### src/rtl/line_buffer_feeder_if.sv
// Line-buffer feeder bus: camera pixel stream in, line-buffer write port out.
// slave  : the feeder (consumes pixels, drives the write port)
// master : the camera / environment side
interface line_buffer_feeder_if;
  logic        sof;
  logic        pix_valid;
  logic [7:0]  pix_data;
  logic [31:0] datain;
  logic [8:0]  address;
  logic [8:0]  vertical_count;
  logic        save_data;

  modport slave (
    input  sof,
    input  pix_valid,
    input  pix_data,
    output datain,
    output address,
    output vertical_count,
    output save_data
  );

  modport master (
    output sof,
    output pix_valid,
    output pix_data,
    input  datain,
    input  address,
    input  vertical_count,
    input  save_data
  );
endinterface

### src/rtl/line_buffer_feeder.sv
// line_buffer_feeder: writer side of the camera line buffer.
// Packs four 8-bit pixels into each 32-bit word and writes one line per
// H_PIXELS pixels, tracking column/line position within the frame.
// Optional build macro FEEDER_FRAME_CNT_EN adds a 16-bit completed-frame
// counter output (frame_cnt); without it the port and counter do not exist.
module line_buffer_feeder #(
  parameter int H_PIXELS = 512,
  parameter int V_LINES  = 480
) (
  input  logic                clk,
  input  logic                rst_n,
  line_buffer_feeder_if.slave lb,
  input  logic                clr_err,
  output logic                busy,
  output logic                frame_done,
  output logic                err_sof,
  output logic                err_ovf
`ifdef FEEDER_FRAME_CNT_EN
  ,
  output logic [15:0]         frame_cnt
`endif
);

  typedef enum logic [0:0] {
    IDLE   = 1'b0,
    ACTIVE = 1'b1
  } state_t;

  localparam logic [8:0] COL_LAST  = 9'(H_PIXELS - 1);
  localparam logic [8:0] LINE_LAST = 9'(V_LINES - 1);

  state_t      state_r;
  logic [8:0]  col_r;
  logic [8:0]  line_r;
  logic [31:0] pack_r;
  logic        done_seen_r;   // a frame completed since reset / last sof

  logic [31:0] datain_r;
  logic [8:0]  address_r;
  logic [8:0]  vertical_count_r;
  logic        save_data_r;
  logic        busy_r;
  logic        frame_done_r;
  logic        err_sof_r;
  logic        err_ovf_r;
`ifdef FEEDER_FRAME_CNT_EN
  logic [15:0] frame_cnt_r;
`endif

  logic        col_last_s;
  logic        line_last_s;
  logic        word_end_s;
  logic [31:0] word_s;

  // Place one pixel into its byte lane of the pack register.
  function automatic logic [31:0] insert_byte(input logic [31:0] pack,
                                              input logic [1:0]  lane,
                                              input logic [7:0]  pix);
    logic [31:0] res;
    res = pack;
    case (lane)
      2'd0:    res[7:0]   = pix;
      2'd1:    res[15:8]  = pix;
      2'd2:    res[23:16] = pix;
      2'd3:    res[31:24] = pix;
      default: res        = pack;
    endcase
    return res;
  endfunction

  // Position decode and the completed word (current pixel fills the top lane).
  always_comb begin
    col_last_s  = (col_r == COL_LAST);
    line_last_s = (line_r == LINE_LAST);
    word_end_s  = (col_r[1:0] == 2'd3);
    word_s      = {lb.pix_data, pack_r[23:0]};
  end

  // Frame FSM with position counters, packing and registered write-port outputs.
  always_ff @(posedge clk or negedge rst_n) begin
    if (!rst_n) begin
      state_r          <= IDLE;
      col_r            <= 9'd0;
      line_r           <= 9'd0;
      pack_r           <= 32'd0;
      done_seen_r      <= 1'b0;
      datain_r         <= 32'd0;
      address_r        <= 9'd0;
      vertical_count_r <= 9'd0;
      save_data_r      <= 1'b0;
      busy_r           <= 1'b0;
      frame_done_r     <= 1'b0;
      err_sof_r        <= 1'b0;
      err_ovf_r        <= 1'b0;
`ifdef FEEDER_FRAME_CNT_EN
      frame_cnt_r      <= 16'd0;
`endif
    end else begin
      // strobes are single-cycle by default
      save_data_r  <= 1'b0;
      frame_done_r <= 1'b0;

      // clearing comes first so a simultaneous new error below overrides it
      if (clr_err) begin
        err_sof_r <= 1'b0;
        err_ovf_r <= 1'b0;
      end else begin
        err_sof_r <= err_sof_r;
        err_ovf_r <= err_ovf_r;
      end

      if (lb.sof) begin
        // restart the frame; any partial pack is dropped without a write
        if (state_r == ACTIVE) begin
          err_sof_r <= 1'b1;
        end else begin
          err_sof_r <= err_sof_r & ~clr_err;
        end
        state_r     <= ACTIVE;
        busy_r      <= 1'b1;
        line_r      <= 9'd0;
        done_seen_r <= 1'b0;
        if (lb.pix_valid) begin
          pack_r <= {24'd0, lb.pix_data};
          col_r  <= 9'd1;
        end else begin
          pack_r <= 32'd0;
          col_r  <= 9'd0;
        end
      end else begin
        case (state_r)
          IDLE: begin
            busy_r <= 1'b0;
            // stray pixel after a finished frame: flag and drop it
            if (lb.pix_valid && done_seen_r) begin
              err_ovf_r <= 1'b1;
            end else begin
              err_ovf_r <= err_ovf_r & ~clr_err;
            end
          end
          ACTIVE: begin
            busy_r <= 1'b1;
            if (lb.pix_valid) begin
              pack_r <= insert_byte(pack_r, col_r[1:0], lb.pix_data);
              if (word_end_s) begin
                datain_r         <= word_s;
                address_r        <= {col_r[8:2], 2'b00};
                vertical_count_r <= line_r;
                save_data_r      <= 1'b1;
              end else begin
                datain_r         <= datain_r;
              end
              if (col_last_s) begin
                col_r <= 9'd0;
                if (line_last_s) begin
                  // final word of the frame: close it out in the same cycle
                  line_r       <= 9'd0;
                  state_r      <= IDLE;
                  busy_r       <= 1'b0;
                  frame_done_r <= 1'b1;
                  done_seen_r  <= 1'b1;
`ifdef FEEDER_FRAME_CNT_EN
                  frame_cnt_r  <= frame_cnt_r + 16'd1;
`endif
                end else begin
                  line_r <= line_r + 9'd1;
                end
              end else begin
                col_r <= col_r + 9'd1;
              end
            end else begin
              // gap in the stream: hold everything
              col_r <= col_r;
            end
          end
          default: begin
            state_r <= IDLE;
            busy_r  <= 1'b0;
          end
        endcase
      end
    end
  end

  assign lb.datain         = datain_r;
  assign lb.address        = address_r;
  assign lb.vertical_count = vertical_count_r;
  assign lb.save_data      = save_data_r;
  assign busy              = busy_r;
  assign frame_done        = frame_done_r;
  assign err_sof           = err_sof_r;
  assign err_ovf           = err_ovf_r;
`ifdef FEEDER_FRAME_CNT_EN
  assign frame_cnt         = frame_cnt_r;
`endif

endmodule

### src/flat_wrapper.sv
// flat-port wrapper written by rule: the top's interface ports become plain ports
module line_buffer_feeder_flat 
#(
  parameter int H_PIXELS = 512,
  parameter int V_LINES  = 480
)
  (clk, rst_n, clr_err, busy, frame_done, err_sof, err_ovf, lb_sof, lb_pix_valid, lb_pix_data, lb_datain, lb_address, lb_vertical_count, lb_save_data);
  line_buffer_feeder_if lb_i ();
  input  logic clk;
  input  logic rst_n;
  input  logic clr_err;
  output logic busy;
  output logic frame_done;
  output logic err_sof;
  output logic err_ovf;
  input wire logic [$bits(lb_i.sof)-1:0] lb_sof;
  input wire logic [$bits(lb_i.pix_valid)-1:0] lb_pix_valid;
  input wire logic [$bits(lb_i.pix_data)-1:0] lb_pix_data;
  output wire logic [$bits(lb_i.datain)-1:0] lb_datain;
  output wire logic [$bits(lb_i.address)-1:0] lb_address;
  output wire logic [$bits(lb_i.vertical_count)-1:0] lb_vertical_count;
  output wire logic [$bits(lb_i.save_data)-1:0] lb_save_data;
  assign lb_i.sof = lb_sof;
  assign lb_i.pix_valid = lb_pix_valid;
  assign lb_i.pix_data = lb_pix_data;
  assign lb_datain = lb_i.datain;
  assign lb_address = lb_i.address;
  assign lb_vertical_count = lb_i.vertical_count;
  assign lb_save_data = lb_i.save_data;
  line_buffer_feeder #(.H_PIXELS(H_PIXELS), .V_LINES(V_LINES)) u_core (.clk(clk), .rst_n(rst_n), .lb(lb_i), .clr_err(clr_err), .busy(busy), .frame_done(frame_done), .err_sof(err_sof), .err_ovf(err_ovf));
endmodule
### config.mk
export PLATFORM = sky130hd
export DESIGN_NAME = line_buffer_feeder_flat
export DESIGN_NICKNAME = d
export VERILOG_FILES = /design/src/rtl/line_buffer_feeder_if.sv /design/src/rtl/line_buffer_feeder.sv /design/src/flat_wrapper.sv
export SDC_FILE = /design/constraint.sdc
export NUM_CORES = 1
export LEC_CHECK = 0
export ABC_AREA = 1
export ABC_CLOCK_PERIOD_IN_PS = 2500
export BUFFER_PORTS_ARGS = -buffer_cell sky130_fd_sc_hd__buf_2
export CAP_MARGIN = 5
export CORE_UTILIZATION = 56
export CTS_CLUSTER_DIAMETER = 40
export DETAILED_ROUTE_END_ITERATION = 8
export PLACE_DENSITY_LB_ADDON = 0.1
export SLEW_MARGIN = 0
export SYNTH_ARGS = -nofsm -noshare
export SYNTH_HDL_FRONTEND = slang
export SYNTH_SLANG_ARGS = --single-unit
### constraint.sdc
create_clock -name clk -period 2.5 [get_ports clk]
set_clock_uncertainty 0.2 [all_clocks]
set_input_delay 0.25 -clock clk [delete_from_list [all_inputs] [get_ports clk]]
set_output_delay 0.25 -clock clk [all_outputs]
set_load 0.1 [all_outputs]
==> results of run 1 <==
[placed cells by master, fill, tap and decap left out, drive strengths merged, types with 9 or more instances in the layout]
master       instances
o211ai               9
dfrtp               96
dlygate4sd3         10
buf                 71
nand2              118
o21ai               80
clkbuf               9
nor2                40
nand3               13
inv                 66
[worst register-to-register path: stages, from the launching register on]
cell     delay (ns)
dfrtp_1        0.42
ha_1           0.25
inv_1          0.06
nor2_1         0.05
and2_1         0.15
ha_1           0.19
nor2_1         0.31
inv_1          0.09
nand2_2        0.19
nor2_1         0.10
nand3_1        0.10
nand2_1        0.06
nor2_1         0.09
[final timing paths]
| path | end | slack, ns | depth (start not counted) |
|---|---|---|---|
| max in group asynchronous | u_core.pack_r[21] | 1.13 | 3 |
| worst max-delay path | u_core.line_r[7] | 0.18 | 12 |
| worst min-delay path | u_core.err_ovf | 0.08 | 3 |
| worst max register to register | u_core.line_r[7] | 0.18 | 12 |
| min in group asynchronous | u_core.lb.datain[2] | 0.21 | 2 |
| worst min register to register | u_core.lb.datain[7] | 0.29 | 2 |
[cells by family after synthesis]
group           count (synthesis)  synth area share
buf+inv                        83           0.08548
fa+ha+maj                       6           0.01845
simple gates                  181            0.1790
compound gates                 95            0.1258
flops                          96            0.5904
other cells                     1         0.0009216
[state kept, by name, indices dropped and copies added, names as in the netlist]
signal                    flops
u_core.lb.save_data           1
u_core.err_sof                1
u_core.col_r                  9
u_core.busy                   1
u_core.pack_r                24
u_core.lb.address             7
u_core.line_r                 9
u_core.done_seen_r            1
u_core.lb.datain             32
u_core.frame_done             1
u_core.err_ovf                1
u_core.lb.vertical_count      9
[metal layers]
layer  global-route usage  vias to the layer above
met5                    0                        -
met4               0.1073                        0
met3              0.03791                       16
met2               0.4155                       97
met1               0.3213                     1551
li1                     -                     1603
[cells in the mapped netlist, drive strengths merged]
master | count | area, sq um
buf | 13 | 85.08
dfrtp | 96 | 2402
ha | 6 | 75.07
nand4 | 4 | 25.02
o22ai | 2 | 12.51
nor3 | 3 | 15.01
and2 | 1 | 6.260
inv | 64 | 240.2
nand3b | 1 | 7.510
nand2 | 118 | 447.9
o21ai | 80 | 400.4
o211ai | 9 | 67.56
conb | 1 | 3.750
a21oi | 4 | 31.28
nand3 | 13 | 70.07
nor2 | 40 | 150.1
or2 | 1 | 6.260
clkbuf | 6 | 22.52
[power by group through the flow]
stage	Clock, mW	Sequential [mW]	Combinational, mW
after global routing	1.21	1.84	1.60
after global placement	0	1.85	1.50
after floorplan	0	2.87	0.235
after CTS	1.15	1.82	1.53
after detailed placement	0	1.85	1.52
final	1.14	1.82	1.53
[final cells by class]
type                    count  area (sq um)  area share
clock buffers               9         123.9     0.02582
clock inverters             7         102.6     0.02139
inverters                  64         240.2     0.05008
multi-input cells         284          1323      0.2757
flip-flops and latches     96          2402      0.5008
well taps                  96         120.1     0.02504
repair buffers             81         485.5      0.1012
[through the flow]
stage / worst slack [ns] / cells / hold WS [ns] / util / area (sq um)
detailed placement: 0.2000 / 611 / 0.09435 / 0.6473 / 4471
global placement: 0.3671 / 611 / 0.08960 / 0.6473 / 4471
global route: 0.009917 / 637 / 0.06973 / 0.6946 / 4797
floorplan: 0.3484 / 463 / -0.2456 / - / 4073
CTS: 0.1831 / 637 / 0.06688 / 0.6946 / 4797
finish: 0.1793 / 637 / 0.08056 / 0.6946 / 4797
==> run summary, run 1 <==
RSZ-0062 raised after global routing -> no
DRT iter0 DRCs -> 182
Root Driver -> clkbuf_8
WL met3 -> 369 um
Io pins -> 68
Detailed Routing Iterations Pass 1 -> 5
First-pass GRT wire length -> 14290 um
Sw Share -> 0.4392
Tmin final -> 2.321 ns
Number of global-route vias before repair -> 3088
Largest net degree at the start of global routing -> 67
Detailed Place HPWL -> 5852 um
CP most frequent cell -> nor2_1
Clock sinks -> 96
NumNets Final -> 555
Antenna-violating nets left -> 0
Crit path buf inv count -> 2
Status -> finished, final reports clean
DRC -> 0
WL/cell -> 13.41 um
Sw Pwr -> 1.969 mW
Fmax -> 430.9 MHz
Final Setup Violations -> 0
Clk_lat worst skew -> 0.36 ns
CP startpoint kind -> flop
Post-Syn Area -> 4069 sq um
N_diodes -> 0
Crit. Startpoint -> u_core.col_r[0]
Clock power share -> 0.254
Power Dens Cells -> 934.6 nW/um^2
Max-Cap Viols -> 0
Num CTS Buffers -> 9
Slew Viols, Final -> 0
Crit Path Category -> reg2reg
Crit-path max cell delay -> 0.42 ns
Synthesized instance count -> 462
Max stage delay cell, worst path -> dfrtp_1
Post-CTS Hold Fix Bufs -> 10
Lkg Pwr -> 2.466 nW
Comb pwr share -> 0.340
Tot GR Track Use -> 0.2477
Crit path cell chain -> ha_1 -> inv_1 -> nor2_1 -> and2_1 -> ha_1 -> nor2_1 -> inv_1 -> nand2_2 -> nor2_1 -> nand3_1 -> nand2_1 -> nor2_1
Number of library cell types mapped by synthesis -> 25
Final hold violations -> 0
Post-Route Setup TNS -> 0 ns
DRT Wirelength -> 8540 um
Worst-margin pin slew -> 0.5791 ns
Part of the power in registers -> 0.406
Fillers -> 580
Layout area overhead -> 17.90%
Met2 Wirelength -> 4197 um
Top delay family on crit path -> simple AND/OR/NAND/NOR gates
Crit path DAT -> 2.41 ns
GR Overflow Total -> 0
YS warnings -> 0
Power, Total -> 4.484 mW
Worst Path Required -> 2.59 ns
Hold Crit Class -> in2reg
Min-Delay Startpoint -> lb_pix_valid
Postcts setup bufs -> 0
Via Count -> 3267
Initial antenna violation count -> 0
Clock slew seen by the registers of the worst setup and hold paths -> 0.09 ns
Routability Congestion -> 0.8888
Met1 wire length -> 3779 um
Die width -> 87.24 um
Full die area -> 7611 sq um
Synth Area per Inst -> 8.807 sq um
Max VDD drop -> 0.5879 mV
CP Max Fanout -> 10
Max layer used -> met4
Share of cells above drive strength 1 -> 0.1738
Reg-to-reg critical path startpoint -> u_core.col_r[0]
Worst setup EP type -> flop
CTS resizes -> 0
CTS H-tree lvls -> 3
Relative slew slack -> 0.6139
Internal Power -> 2.514 mW
Std cell rows -> 30
Chip height -> 87.24 um
Period utilization -> 0.9283
Vias per cell -> 5.129
Sequential fraction of the synthesis area -> 0.5904
Number of port buffers -> 65
Starting Density -> 0.5891
Max Root-Sink Buffers -> 2
CTS tree -> built
Core Area -> 6907 sq um
Yosys reg bits -> 96
Note: power is estimated with default switching activity, not from simulation.
==> run 2, diff against run 1 <==
--- a/config.mk
+++ b/config.mk
@@ -6,13 +6,13 @@
 export NUM_CORES = 1
 export LEC_CHECK = 0
 export ABC_AREA = 1
-export ABC_CLOCK_PERIOD_IN_PS = 2500
+export ABC_CLOCK_PERIOD_IN_PS = 2750
 export BUFFER_PORTS_ARGS = -buffer_cell sky130_fd_sc_hd__buf_2
 export CAP_MARGIN = 5
-export CORE_UTILIZATION = 56
+export CORE_UTILIZATION = 60
 export CTS_CLUSTER_DIAMETER = 40
 export DETAILED_ROUTE_END_ITERATION = 8
-export PLACE_DENSITY_LB_ADDON = 0.1
+export PLACE_DENSITY = 0.9
 export SLEW_MARGIN = 0
 export SYNTH_ARGS = -nofsm -noshare
 export SYNTH_HDL_FRONTEND = slang
==> constraint.sdc (replaced) <==
create_clock -name clk -period 2.75 [get_ports clk]
set_clock_uncertainty 0.2 [all_clocks]
set_input_delay 0.275 -clock clk [delete_from_list [all_inputs] [get_ports clk]]
set_output_delay 0.275 -clock clk [all_outputs]
set_load 0.1 [all_outputs]
==> run 2 against run 1 <==
Critical path depth stayed put. Worst setup slack better by 0.31 ns. Fmax is 2.5% higher. The flow now finishes with violations (design-rule violations). Clock-buffer cell count stayed put.
==> run summary, run 2 (same netlist as run 1, synthesis figures left out) <==
Worst setup EP type -> flop
Initial antenna violation count -> 0
Final hold violations -> 0
Tmin final -> 2.264 ns
NumNets Final -> 549
Commonest non-fill, non-tap cell in the layout -> nand2_1
Crit Path Category -> reg2reg
GR Util met3 -> 0.03835
CP startpoint kind -> flop
Full die area -> 7115 sq um
CP most frequent cell -> nor2_1
Worst Path Required -> 2.85 ns
Relative slew slack -> 0.6611
Most used routing layer -> met2
Tot GR Track Use -> 0.2570
CTS tree -> built
Most frequent cells in the layout -> nand2_1, dfrtp_1, o21ai_0, buf_2, inv_1
Post-Route Setup TNS -> 0 ns
Core Area -> 6459 sq um
DRC -> 6
Fmax -> 441.7 MHz
Met2 usage in global routing -> 0.4285
WL/cell -> 13.70 um
Max stage delay cell, worst path -> dfrtp_1
Root Driver -> clkbuf_8
Antenna-violating nets left -> 0
Max VDD drop -> 0.5643 mV
Io pins -> 68
Number of global-route vias before repair -> 3142
Die width -> 84.35 um
Vias per cell -> 5.296
Failing checks -> design-rule violations
Max Root-Sink Buffers -> 2
Largest net degree at the start of global routing -> 58
Hold Crit Class -> in2reg
Worst-margin pin slew -> 0.5083 ns
First-pass GRT wire length -> 14350 um
CTS H-tree lvls -> 3
Met1 Usage GRT -> 0.3340
Routability Congestion -> 0.8647
GR Overflow Total -> 0
Detailed Place HPWL -> 5823 um
Crit path cell chain -> ha_1 -> inv_1 -> nor2_1 -> and2_1 -> ha_1 -> nor2_1 -> inv_1 -> nand2_2 -> nor2_1 -> nand3_1 -> nand2_1 -> nor2_1
Via Count -> 3241
Lkg Pwr -> 2.433 nW
Max-Cap Viols -> 0
Slew Viols, Final -> 0
DRT Wirelength -> 8382 um
Crit path buf inv count -> 2
Power Dens Cells -> 834.7 nW/um^2
Hold_ws -> 0.006401 ns
Crit path DAT -> 2.36 ns
CP Max Fanout -> 10
CTS resizes -> 0
Clock slew seen by the registers of the worst setup and hold paths -> 0.10 ns
Share of cells above drive strength 1 -> 0.1701
Top delay family on crit path -> simple AND/OR/NAND/NOR gates
Period utilization -> 0.8233
Layout area overhead -> 15.31%
N_diodes -> 0
Chip height -> 84.35 um
Max reg flops -> 32
Crit-path max cell delay -> 0.41 ns
Final Setup Violations -> 0
Starting Density -> 0.6300
Clk_lat worst skew -> 0.36 ns
DRT iter0 DRCs -> 178
Number of port buffers -> 65
RSZ-0062 raised after global routing -> no
Detailed Routing Iterations Pass 1 -> 9
Std cell rows -> 29
Num CTS Buffers -> 9
Status -> complete, but fails checks
Clock sinks -> 96
[run 2: through the flow]
| step | util | power (mW) | cells | cell area [sq um] | setup slack [ns] |
|---|---|---|---|---|---|
| 2_1_floorplan | - | 2.819 | 463 | 4073 | 0.5984 |
| 3_3_place_gp | 0.6869 | 3.037 | 589 | 4437 | 0.6189 |
| 3_5_place_dp | 0.6869 | 3.062 | 589 | 4437 | 0.4902 |
| 4_1_cts | 0.7265 | 3.932 | 612 | 4692 | 0.4727 |
| 5_1_grt | 0.7265 | 4.054 | 612 | 4692 | 0.2518 |
| 6_report | 0.7265 | 3.916 | 612 | 4692 | 0.4860 |
[run 2: final cells by class]
class	count	area, sq um
multi-input cells	284	1323
clock inverters	7	61.31
fillers	494	1767
inverters	64	240.2
repair buffers	75	445.4
well taps	77	96.34
clock buffers	9	123.9
flip-flops and latches	96	2402
[run 2: power by group]
group,leakage [nW],switching [mW],internal (mW)
clock network,0.0940,0.525,0.348
logic,1.05,1.20,0.189
registers,1.29,0.0867,1.57
total,2.43,1.81,2.11
[run 2: layer usage]
metal,vias up,part of all wire
li1,1595,-
met1,1529,0.44
met2,100,0.49
met3,17,0.045
met4,0,0.023
met5,-,0
[run 2: path summary, 6_finish.rpt]
path                                      start                   end  slack [ns]  cells after the start
setup / recovery                u_core.col_r[0]      u_core.line_r[7]        0.49                     12
hold / removal                   lb_pix_data[5]      u_core.pack_r[5]       0.006                      3
setup reg to reg                u_core.col_r[0]      u_core.line_r[7]        0.49                     12
hold reg to reg            u_core.lb.address[6]  u_core.lb.address[6]        0.29                      2
max in group asynchronous                 rst_n  u_core.lb.address[4]        1.46                      3
min in group asynchronous                 rst_n   u_core.lb.datain[1]        0.23                      2
[run 2: worst register-to-register path: stages, from the launching register on]
cell     delay [ns]
dfrtp_1        0.41
ha_1           0.25
inv_1          0.07
nor2_1         0.06
and2_1         0.16
ha_1           0.18
nor2_1         0.28
inv_1          0.09
nand2_2        0.18
nor2_1         0.09
nand3_1        0.08
nand2_1        0.06
nor2_1         0.09
[run 2: what timing repair did]
| item | 4_1_cts | 5_1_grt |
|---|---|---|
| endpoints found under the hold margin | 47 | 0 |
| setup buffers | 0 | 0 |
| hold buffers | 7 | 0 |
